<file path="src/rtl/ex_mem_wb_pipe.sv">
// EX/MEM and MEM/WB pipeline registers with the data-memory handshake.
// Loads and stores hold the front of the pipe until memory reports ready.
module ex_mem_wb_pipe #(
  parameter int unsigned XLEN     = 32,
  parameter int unsigned MAX_WAIT = 16
) (
  input  logic            clk,
  input  logic            rstn,
  input  logic            ex_valid,
  input  logic [4:0]      ex_rd,
  input  logic            ex_reg_write,
  input  logic            ex_mem_read,
  input  logic            ex_mem_write,
  input  logic [XLEN-1:0] ex_alu_result,
  input  logic [XLEN-1:0] ex_store_data,
  output logic            stall_out,
  output logic            dmem_req,
  output logic            dmem_we,
  output logic [XLEN-1:0] dmem_addr,
  output logic [XLEN-1:0] dmem_wdata,
  input  logic            dmem_ready,
  input  logic [XLEN-1:0] dmem_rdata,
  output logic [4:0]      mem_rd,
  output logic            mem_reg_write,
  output logic            mem_is_load,
  output logic [XLEN-1:0] mem_fwd_data,
  output logic [4:0]      wb_rd,
  output logic            wb_reg_write,
  output logic [XLEN-1:0] wb_data,
  output logic            dmem_err,
  output logic [31:0]     stall_cycles
);

  localparam int unsigned WW = $clog2(MAX_WAIT + 1);

  // EX/MEM state
  logic            mem_valid;
  logic [4:0]      mem_rd_q;
  logic            mem_reg_write_q;
  logic            mem_read_q;
  logic            mem_write_q;
  logic [XLEN-1:0] mem_alu_q;
  logic [XLEN-1:0] mem_store_q;

  // MEM/WB state
  logic            wb_valid;
  logic [4:0]      wb_rd_q;
  logic            wb_reg_write_q;
  logic [XLEN-1:0] wb_data_q;

  logic [WW-1:0]   wait_cnt;
  logic            mem_op;
  logic            stall;

  always_comb begin
    mem_op = mem_valid & (mem_read_q | mem_write_q);
    stall  = mem_op & ~dmem_ready;
  end

  assign stall_out     = stall;
  assign dmem_req      = mem_op;
  assign dmem_we       = mem_write_q;
  assign dmem_addr     = mem_alu_q;
  assign dmem_wdata    = mem_store_q;
  assign mem_rd        = mem_rd_q;
  assign mem_reg_write = mem_valid & mem_reg_write_q;
  assign mem_is_load   = mem_valid & mem_read_q;
  assign mem_fwd_data  = mem_alu_q;
  assign wb_rd         = wb_rd_q;
  assign wb_reg_write  = wb_valid & wb_reg_write_q;
  assign wb_data       = wb_data_q;

  always_ff @(posedge clk or negedge rstn) begin
    if (!rstn) begin
      mem_valid       <= 1'b0;
      mem_rd_q        <= '0;
      mem_reg_write_q <= 1'b0;
      mem_read_q      <= 1'b0;
      mem_write_q     <= 1'b0;
      mem_alu_q       <= '0;
      mem_store_q     <= '0;
    end else if (!stall) begin
      mem_valid       <= ex_valid;
      mem_rd_q        <= ex_rd;
      mem_reg_write_q <= ex_reg_write;
      mem_read_q      <= ex_mem_read;
      mem_write_q     <= ex_mem_write;
      mem_alu_q       <= ex_alu_result;
      mem_store_q     <= ex_store_data;
    end
  end

  // A stalled MEM stage hands WB a bubble; the data fields keep their last value.
  always_ff @(posedge clk or negedge rstn) begin
    if (!rstn) begin
      wb_valid       <= 1'b0;
      wb_rd_q        <= '0;
      wb_reg_write_q <= 1'b0;
      wb_data_q      <= '0;
    end else if (stall) begin
      wb_valid <= 1'b0;
    end else begin
      wb_valid       <= mem_valid;
      wb_rd_q        <= mem_rd_q;
      wb_reg_write_q <= mem_reg_write_q;
      wb_data_q      <= mem_read_q ? dmem_rdata : mem_alu_q;
    end
  end

  // The wait counter parks at MAX_WAIT so a very long wait cannot wrap it.
  always_ff @(posedge clk or negedge rstn) begin
    if (!rstn) begin
      wait_cnt     <= '0;
      dmem_err     <= 1'b0;
      stall_cycles <= '0;
    end else if (stall) begin
      if (wait_cnt != WW'(MAX_WAIT))
        wait_cnt <= wait_cnt + WW'(1);
      if (wait_cnt >= WW'(MAX_WAIT - 1))
        dmem_err <= 1'b1;
      if (stall_cycles != '1)
        stall_cycles <= stall_cycles + 32'd1;
    end else begin
      wait_cnt <= '0;
    end
  end

endmodule

</file>
<file path="config.mk">
export PLATFORM = sky130hd
export DESIGN_NAME = ex_mem_wb_pipe
export DESIGN_NICKNAME = d
export VERILOG_FILES = /design/src/rtl/ex_mem_wb_pipe.sv
export SDC_FILE = /design/constraint.sdc
export NUM_CORES = 1
export LEC_CHECK = 0
export ABC_AREA = 1
export CORE_ASPECT_RATIO = 1.25
export CORE_UTILIZATION = 44
export CTS_BUF_LIST = sky130_fd_sc_hd__clkbuf_16
export DETAILED_ROUTE_END_ITERATION = 6
export PLACE_DENSITY = 0.92
export SLEW_MARGIN = 10
export SYNTH_ARGS = -nofsm -noshare
export SYNTH_HDL_FRONTEND = slang
export SYNTH_SLANG_ARGS = --single-unit
</file>
<file path="constraint.sdc">
create_clock -name clk -period 2.3 [get_ports clk]
set_clock_uncertainty 0.1 [all_clocks]
set_input_delay 0.46 -clock clk [delete_from_list [all_inputs] [get_ports clk]]
set_output_delay 0.46 -clock clk [all_outputs]
set_load 0.02 [all_outputs]
</file>
==> qor.csv, run 1 <==
stage;metric;value;unit
global_routing;grt_remaining_overflow;0;
layout;final_cell_area;10690;um2
sta;setup_slack;0.1532;ns
routing;via_count;7019;
placed_design;io_buffer_count;284;
clocking;clock-sinks;150;
placed_design;gp_congestion;0.9770;
synthesis;synth_cell_types;28;
routing;drt-initial-drc-count;480;
sta;hold_viol_final;0;
synthesis;synth.top_cell.area_share;51.90;%
run;drv_cap;0;
setup_path;critical_path_class;flop to output pin;
clocking;cts_tree;done;
routing;drc;0;
layout;drive_gt1_share;5.037;%
setup_path;reg2reg_slack;0.31;ns
synthesis;syn_area;7232;um2
setup_path;end_kind;output pin;
setup_path;startpoint_type;flop;
global_routing;grt_max_degree;145;
floorplan;initial_utilization;44.82;%
placed_design;hpwl;15910;um
synthesis;ys_seq_elements;150;
sta;grt_setup_unrepaired;no;
setup_path;crit_fanout;4;
global_routing;grtUsageTotal;26.42;%
sta;fmax;465.8;MHz
power_and_ir_drop;p_per_area;819.6;nW/um2
sta;worst_pin_slew;0.6208;ns
floorplan;die-area;16960;um2
routing;ant_nets;0;
clocking;cts_buffers;17;
floorplan;die-width;116.7;um
worst_hold_path;worstHoldPathType;flop to flop;
floorplan;die_y;145.3;um
layout;n_antenna_cell;0;
synthesis;yosysTopAreaCell;dfrtp_1;
routing;vias_per_cell;4.919;
clocking;clockBufferDepth;2;
sta;setup_tns;0;ns
layout;fillers;1288;
sta;timing.hold.ws;0.3714;ns
floorplan;rows;52;
synthesis;syn_avg_cell_area;7.621;um2
routing;wire_per_inst;15.04;um
clocking;clk_root_buffer_cell;clkbuf_16;
floorplan;core_region_area;16140;um2
sta;slew_headroom;58.62;%
sta;period_minus_slack;2.147;ns
global_routing;grt_pass1_vias;6915;
synthesis;yosysWarningCount;0;
placed_design;pre_cts_slack;0.01742;ns
clocking;clkLatencyLatePin;0.41;ns
clocking;clk_pin_slew;0.07;ns
synthesis;netlist_instances;949;
routing;wl;21460;um
sta;drv_slew;0;
sta;setup_violations;0;
synthesis;yosys-top-cells-area;dfrtp_1 (52%), nand2_1 (24%), o21ai_0 (5.3%);
setup_path;arrival;1.59;ns
floorplan;io_pins;285;
synthesis;seq_area_frac_synth;51.90;%
layout;area_delta_synth_final;47.80;%
global_routing;grt_pass1_wl;34200;um
power_and_ir_drop;p_leak;5.081;nW
synthesis;synthesis.nets;1061;
placed_design;placed_area;10060;um2
layout;final_nets;1310;
run_status;outcome;finished clean;
power_and_ir_drop;peakVddDrop;511.7;uV
routing;drt_first_pass_iters;5;
setup_path;cp.required;1.74;ns
clocking;h-tree-depth;4;
global_routing;antenna_found_initial;0;
sta;finalCritPeriodShare;93.34;%
[Yosys cell counts]
cell / number
inv_2: 1
nand2_1: 464
inv_1: 70
ha_1: 4
or2_2: 1
nand2_4: 1
inv_4: 1
nand4_1: 2
dfrtp_1: 150
buf_1: 4
o21ai_1: 3
buf_4: 33
nor3b_1: 2
nor2_2: 3
o21ai_0: 77
nand3b_1: 1
nor3_1: 1
nand3_1: 19
buf_6: 5
nand2_2: 3
clkbuf_1: 12
nor2_1: 55
xnor2_1: 5
xor2_1: 9
buf_2: 15
nor2_4: 2
a21oi_1: 5
o21bai_1: 1
[metrics by stage]
stage | power [W] | utilization [%] | cells
after floorplan | 0.004578 | - | 949
after detailed placement | 0.005883 | 62.34 | 1394
after global placement | 0.005812 | 62.34 | 1394
after global routing | 0.009181 | 66.25 | 1427
after CTS | 0.008833 | 66.23 | 1427
final | 0.008761 | 66.25 | 1427
[cell families after synthesis]
group	share of synthesized area [%]
buf+inv	9.844
xor+xnor	1.696
simple gates	29.88
fa+ha+maj	0.6921
flops	51.90
compound gates	5.986
[worst paths after layout]
| path | start | end | cells after the start |
|---|---|---|---|
| max in group asynchronous | rstn | wb_data[5] | 3 |
| worst min-delay path | dmem_wdata[8] | dmem_wdata[8] | 2 |
| min in group asynchronous | rstn | mem_reg_write_q | 2 |
| worst max register to register | stall_cycles[1] | stall_cycles[5] | 10 |
| worst max-delay path | mem_valid | mem_is_load | 3 |
| worst min register to register | dmem_wdata[8] | dmem_wdata[8] | 2 |
[power by group]
part | switching [W] | internal [W]
registers | 0.000263 | 0.00300
clock network | 0.00118 | 0.00174
logic | 0.00143 | 0.00115
total | 0.00287 | 0.00589
[layer usage]
layer	GRT usage, %	wire length, um	vias to the layer above
met3	8.288	1935	61
met4	11.84	762	0
met1	30.71	7999	3277
met2	44.08	10760	323
li1	-	-	3358
met5	0	0	-
[flip-flops by register name, indices dropped and copies added (netlist names)]
name,count
dmem_wdata,32
stall_cycles,32
dmem_we,1
mem_reg_write_q,1
wb_data,32
mem_read_q,1
dmem_err,1
dmem_addr,32
wb_rd,5
mem_rd,5
wb_reg_write_q,1
wait_cnt,5
mem_valid,1
wb_valid,1
[timing repair]
item                       in CTS  in global routing
setup buffers                   0                  0
gates resized for setup         1                  1
hold endpoints to repair       37                  0
setup endpoints to repair       1                  1
hold buffers                    1                  0
[layout make-up]
type                            instances  area, um2  share of cell area [%]
Inverter                               72      272.8                   2.552
Sequential cell                       150       3755                   35.13
Clock buffer                           17      425.4                   3.980
Tap cell                              216      270.3                   2.528
Timing Repair Buffer                  299       2998                   28.05
Clock inverter                         15      193.9                   1.814
Multi-Input combinational cell        658       2774                   25.95
[placed cells by master, fill, tap and decap left out, drive strengths merged]
master         netlist  final
nand4                2      2
or2                  1      1
dfrtp              150    150
o21bai               1      1
nor3b                2      2
dlygate4sd3          0      1
a21oi                5      5
clkinv               0      4
dlymetal6s2s         0      1
bufinv               0      3
nor3                 1      1
buf                 57     15
xor2                 9      9
clkdlybuf4s50        0    281
nand2              468    468
nor2                60     60
nand3               19     19
dlygate4sd2          0      1
ha                   4      4
clkinvlp             0      1
nand3b               1      1
inv                 72     79
xnor2                5      5
o21ai               80     80
clkbuf              12     17
[worst max-delay path: stages, from the launching register on]
cell and delay [ns]:
dfrtp_1 0.42, nand2_1 0.10, inv_1 0.06, clkdlybuf4s50_1 0.60
(Power assumes the default switching activity.)
==> inputs of run 2 (changes only) <==
--- a/config.mk
+++ b/config.mk
@@ -10,6 +10,7 @@
 export CORE_UTILIZATION = 44
 export CTS_BUF_LIST = sky130_fd_sc_hd__clkbuf_16
 export DETAILED_ROUTE_END_ITERATION = 6
+export HOLD_SLACK_MARGIN = 0.06
 export PLACE_DENSITY = 0.92
 export SLEW_MARGIN = 10
 export SYNTH_ARGS = -nofsm -noshare
==> results of run 2 <==
No change in the layout: final DEF, timing and power equal those of run 1.
==> inputs of run 3 (changes only) <==
==> constraint.sdc (replaced) <==
create_clock -name clk -period 2.3 [get_ports clk]
set_clock_uncertainty 0.1 [all_clocks]
set_input_delay 0.23 -clock clk [delete_from_list [all_inputs] [get_ports clk]]
set_output_delay 0.23 -clock clk [all_outputs]
set_load 0.02 [all_outputs]
==> qor.csv, run 3 (synthesized netlist as in run 1, its figures left out) <==
stage;metric;value;unit
run_status;outcome;finished clean;
layout;final_nets;1305;
routing;wire_per_inst;15.23;um
placed_design;hpwl;15940;um
clocking;clock-sinks;150;
routing;via_count;6997;
global_routing;grtUsageTotal;26.37;%
layout;final_common_cell;nand2_1;
power_and_ir_drop;p_int;0.005637;W
worst_hold_path;worstHoldPathType;primary input to flop;
sta;hold_viol_final;0;
global_routing;grt_max_degree;146;
setup_path;cp.required;1.97;ns
power_and_ir_drop;total_power;0.008468;W
layout;n_antenna_cell;0;
layout;multi_input_area;2774;um2
setup_path;startpoint_type;flop;
routing;ant_nets;0;
floorplan;io_pins;285;
setup_path;crit_fanout;4;
clocking;cts_setup_buffers;0;
power_and_ir_drop;p_sw;0.002831;W
clocking;clk_root_buffer_cell;clkbuf_16;
sta;worst_pin_slew;0.6061;ns
floorplan;die_y;145.3;um
floorplan;rows;52;
routing;drt-initial-drc-count;528;
floorplan;initial_utilization;44.82;%
sta;setup_violations;0;
layout;drive_gt1_share;4.395;%
placed_design;gp_congestion;0.8848;
power_and_ir_drop;swShare;33.43;%
setup_path;arrival;1.86;ns
routing;drt_first_pass_iters;6;
sta;slew_headroom;59.59;%
power_and_ir_drop;p_leak;5.007;nW
floorplan;die-width;116.7;um
sta;finalCritPeriodShare;95.40;%
setup_path;critical_path_class;flop to output pin;
clocking;cts_tree;done;
sta;fmax;455.7;MHz
sta;period_minus_slack;2.194;ns
global_routing;antenna_found_initial;0;
power_and_ir_drop;peakVddDrop;435.3;uV
global_routing;grt_pass1_vias;6875;
layout;final_cell_mix;nand2_1 (463), clkdlybuf4s50_1 (283), dfrtp_1 (149), o21ai_0 (77), inv_1 (70);
clocking;clk_pin_slew;0.06;ns
sta;setup_tns;0;ns
clocking;clockBufferDepth;2;
floorplan;core_region_area;16140;um2
global_routing;grt_pass1_wl;34200;um
global_routing;grt_remaining_overflow;0;
routing;vias_per_cell;4.921;
sta;timing.hold.ws;0.2504;ns
clocking;h-tree-depth;4;
layout;area_delta_synth_final;46.71;%
routing;drc;0;
worst_hold_path;hold_path_depth;3;
setup_path;end_kind;output pin;
placed_design;io_buffer_count;284;
power_and_ir_drop;p_clk_share;31.0;%
layout;fillers;1270;
power_and_ir_drop;p_seq_share;38.6;%
layout;seqCellArea;3755;um2
run;drv_cap;0;
clocking;cts_buffers;17;
clocking;clkLatencyLatePin;0.41;ns
sta;drv_slew;0;
sta;grt_setup_unrepaired;no;
floorplan;die-area;16960;um2
power_and_ir_drop;p_per_area;798.1;nW/um2
routing;wl;21660;um
setup_path;ff2ff_path_depth;10;
power_and_ir_drop;p_comb_share;30.4;%
-- run 3: changes by cell type in the layout (fill, tap and decap cells not counted), sizes merged --
cell           previous run  this run
clkinv                    4         7
dlygate4sd2               1         0
clkinvlp                  1         4
bufinv                    3         1
dlymetal6s2s              1         0
buf                      15        10
inv                      79        75
clkdlybuf4s50           281       283
-- run 3: layout make-up --
type                       instances  area share [%]
clock buffer                      17           4.009
clock inverter                    15           1.215
inverter                          72           2.571
multi-input combinational        658           26.14
sequential                       150           35.39
tap                              216           2.547
timing repair buffer             294           28.12
-- run 3: worst max-delay path, stage by stage, from the launching register on --
cell and delay, ns:
dfrtp_1 0.39, nand2_1 0.10, nand2_1 0.16, nand2_4 0.08, inv_2 0.08, clkdlybuf4s50_1 0.64
-- run 3: repair_timing --
action / in CTS / in global routing
hold buffers: 1 / 0
resized for setup: 0 / 0
hold endpoints to repair: 59 / 0
-- run 3: metal layers --
layer,global-route usage (%),up-vias,share of wire [%]
li1,-,3354,-
met4,12.28,0,4.1
met2,44.38,357,50
met5,0,-,0
met3,8.955,67,9.4
met1,29.66,3219,37
-- run 3: final timing paths --
path	to	slack, ns	startpoint
worst min register to register	wb_reg_write_q	0.37	wb_reg_write_q
max in group asynchronous	stall_cycles[13]	1.18	rstn
worst max-delay path	stall_out	0.11	mem_valid
worst min-delay path	dmem_wdata[17]	0.25	ex_store_data[17]
min in group asynchronous	stall_cycles[4]	0.28	rstn
worst max register to register	stall_cycles[18]	0.27	stall_cycles[1]
-- run 3: power by group through the flow --
stage / sequential [W] / clock (W) / combinational (W)
floorplan: 0.00371 / 0 / 0.000868
global placement: 0.00329 / 0 / 0.00252
detailed placement: 0.00331 / 0 / 0.00258
CTS: 0.00327 / 0.00267 / 0.00259
global route: 0.00331 / 0.00279 / 0.00277
finish: 0.00327 / 0.00263 / 0.00257
-- run 3: metrics by stage --
step / cells / setup slack [ns] / cell area, um2 / util [%]
after floorplan: 949 / 0.4213 / 7232 / -
after global placement: 1389 / 0.2180 / 10050 / 62.26
after detailed placement: 1389 / 0.1567 / 10050 / 62.26
after CTS: 1422 / 0.09576 / 10610 / 65.76
after global routing: 1422 / 0.01046 / 10610 / 65.76
final: 1422 / 0.1057 / 10610 / 65.76
